## src/rtl/cgra_pkg.sv

```systemverilog
// cgra_pkg: shared CGRA constants and scheduler types.
package cgra_pkg;
    localparam int N_COL = 4;
    localparam int KER_CONF_N_REG_LOG2 = 5;
    typedef enum logic [1:0] {IDLE, ALLOC, ISSUE, DONE} sched_state_e;
    function automatic int cnt_width(input int n_col);
        return $clog2(n_col + 1);
    endfunction
endpackage

```

## src/rtl/cgra_rr_arbiter.sv

```systemverilog
// cgra_rr_arbiter: picks the first set request at or after ptr_i, wrapping.
module cgra_rr_arbiter #(
    parameter int N_REQ = 4,
    parameter int IDX_W = 2
) (
    input  logic [N_REQ-1:0] req_i,
    input  logic [IDX_W-1:0] ptr_i,
    output logic [IDX_W-1:0] idx_o,
    output logic             any_o
);
    logic [IDX_W-1:0] j;
    // scan from the farthest offset so the nearest request overwrites last
    always_comb begin
        idx_o = '0;
        j = '0;
        for (int i = N_REQ - 1; i >= 0; i--) begin
            j = IDX_W'((int'(ptr_i) + i) % N_REQ);
            if (req_i[j]) idx_o = j;
        end
    end
    assign any_o = |req_i;
endmodule

```

## src/rtl/cgra_col_scheduler.sv

```systemverilog
// cgra_col_scheduler: round-robin kernel-launch scheduler with first-fit
// contiguous column allocation and a request/ack handshake to the CGRA.
module cgra_col_scheduler #(
    parameter int N_COL = cgra_pkg::N_COL,
    parameter int N_REQ = 4,
    parameter int KER_W = cgra_pkg::KER_CONF_N_REG_LOG2,
    parameter int CNT_W = cgra_pkg::cnt_width(N_COL)
) (
    input  logic                        clk_i,
    input  logic                        rst_i,
    input  logic [N_REQ-1:0]            req_valid_i,
    input  logic [N_REQ-1:0][KER_W-1:0] req_ker_id_i,
    input  logic [N_REQ-1:0][CNT_W-1:0] req_ncol_i,
    output logic [N_REQ-1:0]            req_ready_o,
    output logic [N_COL-1:0]            req_cols_o,
    output logic                        req_err_o,
    input  logic [N_COL-1:0]            col_status_i,
    output logic [N_COL-1:0]            acc_req_o,
    output logic [KER_W-1:0]            ker_id_o,
    input  logic                        acc_ack_i,
    output logic                        busy_o
);
    import cgra_pkg::*;

    localparam int IDX_W = N_REQ > 1 ? $clog2(N_REQ) : 1;

    sched_state_e     state_q, state_d;
    logic [IDX_W-1:0] rr_q, rr_d, win_q, win_d, arb_idx;
    logic [KER_W-1:0] kid_q, kid_d;
    logic [CNT_W-1:0] ncol_q, ncol_d;
    logic [N_COL-1:0] mask_q, mask_d, fit, cand;
    logic             err_q, err_d, arb_any, fit_ok, bad_ncol;

    cgra_rr_arbiter #(.N_REQ(N_REQ), .IDX_W(IDX_W)) u_arb (
        .req_i (req_valid_i),
        .ptr_i (rr_q),
        .idx_o (arb_idx),
        .any_o (arb_any)
    );

    assign bad_ncol = ncol_q == '0 || int'(ncol_q) > N_COL;

    // descending start scan: the lowest fitting start is written last
    always_comb begin
        fit = '0;
        fit_ok = 1'b0;
        cand = '0;
        for (int s = N_COL - 1; s >= 0; s--) begin
            for (int c = 0; c < N_COL; c++) cand[c] = c >= s && c < s + int'(ncol_q);
            if (s + int'(ncol_q) <= N_COL && (cand & col_status_i) == '0) begin
                fit = cand;
                fit_ok = 1'b1;
            end
        end
    end

    always_comb begin
        state_d = state_q;
        rr_d = rr_q;
        win_d = win_q;
        kid_d = kid_q;
        ncol_d = ncol_q;
        mask_d = mask_q;
        err_d = err_q;
        case (state_q)
            IDLE: if (arb_any) begin
                win_d = arb_idx;
                kid_d = req_ker_id_i[arb_idx];
                ncol_d = req_ncol_i[arb_idx];
                state_d = ALLOC;
            end
            ALLOC: if (!req_valid_i[win_q]) begin
                state_d = IDLE;
            end else if (bad_ncol) begin
                mask_d = '0;
                err_d = 1'b1;
                state_d = DONE;
            end else if (fit_ok) begin
                mask_d = fit;
                err_d = 1'b0;
                state_d = ISSUE;
            end
            ISSUE: state_d = acc_ack_i ? DONE : ISSUE;
            DONE: begin
                rr_d = int'(win_q) == N_REQ - 1 ? '0 : win_q + 1'b1;
                state_d = IDLE;
            end
            default: state_d = IDLE;
        endcase
    end

    always_ff @(posedge clk_i) begin
        if (rst_i) begin
            state_q <= IDLE;
            rr_q <= '0;
            win_q <= '0;
            kid_q <= '0;
            ncol_q <= '0;
            mask_q <= '0;
            err_q <= 1'b0;
        end else begin
            state_q <= state_d;
            rr_q <= rr_d;
            win_q <= win_d;
            kid_q <= kid_d;
            ncol_q <= ncol_d;
            mask_q <= mask_d;
            err_q <= err_d;
        end
    end

    assign busy_o = state_q != IDLE;
    assign acc_req_o = state_q == ISSUE ? mask_q : '0;
    assign ker_id_o = state_q == ISSUE ? kid_q : '0;
    assign req_ready_o = state_q == DONE ? N_REQ'(1) << win_q : '0;
    assign req_cols_o = state_q == DONE ? mask_q : '0;
    assign req_err_o = state_q == DONE && err_q;
endmodule
```

## config.mk

```make
export PLATFORM = sky130hd
export DESIGN_NAME = cgra_col_scheduler
export DESIGN_NICKNAME = d
export VERILOG_FILES = /design/src/rtl/cgra_pkg.sv /design/src/rtl/cgra_rr_arbiter.sv /design/src/rtl/cgra_col_scheduler.sv
export SDC_FILE = /design/constraint.sdc
export NUM_CORES = 1
export LEC_CHECK = 0
export CAP_MARGIN = 5
export CORE_MARGIN = 1
export CORE_UTILIZATION = 40
export CTS_CLUSTER_SIZE = 10
export DETAILED_ROUTE_END_ITERATION = 6
export PLACE_DENSITY = 0.73
export SLEW_MARGIN = 40
export SYNTH_ARGS = -nofsm -noshare
export SYNTH_HDL_FRONTEND = slang
export SYNTH_SLANG_ARGS = --single-unit
```

## constraint.sdc

```tcl
create_clock -name clk_i -period 4.4 [get_ports clk_i]
set_clock_uncertainty 0.1 [all_clocks]
set_input_delay 0.66 -clock clk_i [delete_from_list [all_inputs] [get_ports clk_i]]
set_output_delay 0.66 -clock clk_i [all_outputs]
set_load 0.03 [all_outputs]
```

==> flow_summary.toml <==
[clocking]
cts_root_buf = "clkbuf_8"
insertion_delay_ns = 0.26
clkSinkCount = 19
cts.hold.buffers_added = 0
h-tree-depth = 1
clkSlewWorstSetupHoldPaths_ns = 0.07
ctsResizeCount = 0
clock_path_buffers = 2
numCtsBuffers = 3
cts_setup_buffers = 0
cts_tree = "done"

[worst_setup_path]
path_buf_inv = 1
critPathTopFamily = "simple AND/OR/NAND/NOR gates"
crit_slowest_cell = "clkdlybuf4s50_1"
crit_chain = "nor2b_1 > and2_1 > clkdlybuf4s50_1"
worstSetupStartpointType = "flop"
r2r_slack_ns = 1.66
cpPeakStageDelay_ns = 0.68
required_ns = 3.64
path_class = "reg2out"
arrival_ns = 2.34
cp_max_fo = 15
cp-end-kind = "primary output"

[global_routing]
grt_pass1_wl_mm = 6.79
grt_pass1_vias = 1492
grt_max_degree = 18
antenna_found_initial = 0
grtUsageTotal = 0.200
grt_overflow_total = 0

[floorplanning]
fp.dieH_um = 65.8
num_rows = 22
dieArea_um2 = 4330
core_area_um2 = 3770
start_util = 0.431
ios = 62
die_x_um = 65.8

[drt]
vias = 1665
drc = 0
dr.pass1.iters = 4
avgViaCountPerCell = 5.51
drt_first_iter_violations = 105
routedWlPerCell_um = 13.3
ant_nets = 0
routed_wl_mm = 4.01

[placement]
pre_cts_slack_ns = 1.56
place_inst = 297
io_buffers = 61
dp_hpwl_mm = 3.15
gp_congestion = 0.820

[logic_synthesis]
synth_edf_count = 0
synth_top_cell_by_area = "dfxtp_1"
syn-instance-count = 197
synth_top_area_frac = 0.234
netlist_top_cells_count = "dfxtp_1, mux2i_1, ha_1, nand2_1, inv_1"
synthesis.area_um2 = 1630
synthArstFlopShare = 0
yosysSeqAreaShare = 0.234
synth.distinct_cells = 49
avgSynthCellArea_um2 = 8.26
ys_top_cells_by_area = "dfxtp_1, mux2i_1, ha_1"
synth_ff_type = "dfxtp_1"
ys_ff_latch = 19
yosysWarnings = 0
synth_nets = 253

[sta]
setup_viol = 0
finalCritPeriodShare = 0.704
worstMarginPinSlew_ns = 0.727
relSlewSlack = 0.515
grt_setup_unrepaired = "no"
final-hold-violation-count = 0
period_minus_slack_ns = 3.10
tns_ns = 0
slew_violations = 0
worst_slack_ns = 1.30
max_freq_mhz = 323

[run]
maxCapViolCount = 0

[pwr]
power.density_nw_per_um2 = 287
ir_worst_vdd_mv = 0.141
total_leakage_power_uw = 0.00103

[layout]
num-nets-final = 311
fin_util = 0.616
seq_area_um2 = 380
area_delta_synth_final_pct = 42.9
stdcell_count = 302
drive_above_1_share = 0.0512
diodes = 0
fillers = 351
multi_input_area_um2 = 1170

[hold_path]
hold_class = "reg2reg"

[run_status]
status = "finished clean"
[final cells by class]
cell class	count	area share
clock inverters	1	0.00215
flip-flops and latches	19	0.164
repair buffers	62	0.265
well taps	48	0.0258
inverters	13	0.0210
multi-input cells	156	0.505
clock buffers	3	0.0178
[layer usage]
layer	track usage	up-vias	wire (um)
met1	0.267	742	1850
met2	0.311	74	1750
met5	0	-	0
met4	0.0571	0	38
li1	-	845	-
met3	0.0534	4	371
[sequential cells by signal, indices dropped and copies added (netlist names), named ones only]
| name | cells |
|---|---|
| ncol_q | 3 |
| mask_q | 4 |
| state_q | 1 |
| err_q | 1 |
| rr_q | 2 |
| win_q | 2 |
| kid_q | 5 |
[per-stage QoR]
step	cell area, um2	hold WS (ns)	total power, uW
2_1_floorplan	1630	0.324	439
3_3_place_gp	2270	0.343	537
3_5_place_dp	2270	0.347	539
4_1_cts	2320	0.367	665
5_1_grt	2320	0.393	718
6_report	2320	0.366	667
[cells in the final DEF (no fill, tap or decap), types with 2 or more instances in the layout]
cell	count
o41ai_1	2
o211ai_1	3
nor3_1	4
o22ai_1	3
a211oi_1	3
and2_1	11
dfxtp_1	19
inv_1	12
nand2b_1	4
or3_1	2
nand2_1	13
nor2b_1	6
nor2_1	8
clkbuf_8	3
mux2i_1	19
a21oi_1	10
o21ai_0	4
ha_1	13
a21o_1	4
o221ai_1	9
clkdlybuf4s50_1	61
and3_1	9
nand3_1	3
[worst paths after layout]
kind                   from          end  depth (start not counted)
hold reg to reg       err_q        err_q                          2
hold / removal        err_q        err_q                          2
setup reg to reg  ncol_q[2]    mask_q[1]                          7
setup / recovery       flop  ker_id_o[1]                          3
[cell families after synthesis]
group,synth area share
AO/OA/AOI/OAI,0.250
buffers and inverters,0.0531
XOR/XNOR,0.00539
AND/OR/NAND/NOR,0.225
multiplexers,0.133
adder cells (fa/ha/maj),0.100
flip-flops,0.234
[worst register-to-register path, cell delays in order (launching register included)]
cell and delay [ns]:
dfxtp_1 0.58, inv_1 0.15, ha_1 0.32, nor2b_1 0.22, nor3_1 0.13, a221oi_1 0.53, a21o_1 0.29, mux2_4 0.31
[power breakdown]
part	total, uW	switching [uW]	internal [uW]	leakage [uW]
Combinational	311	162	149	0.000847
Sequential	230	34.4	195	0.000156
Clock	126	63.2	63.1	0.0000255
Total	667	260	407	0.00103
Note: power is estimated with default switching activity, not from simulation.
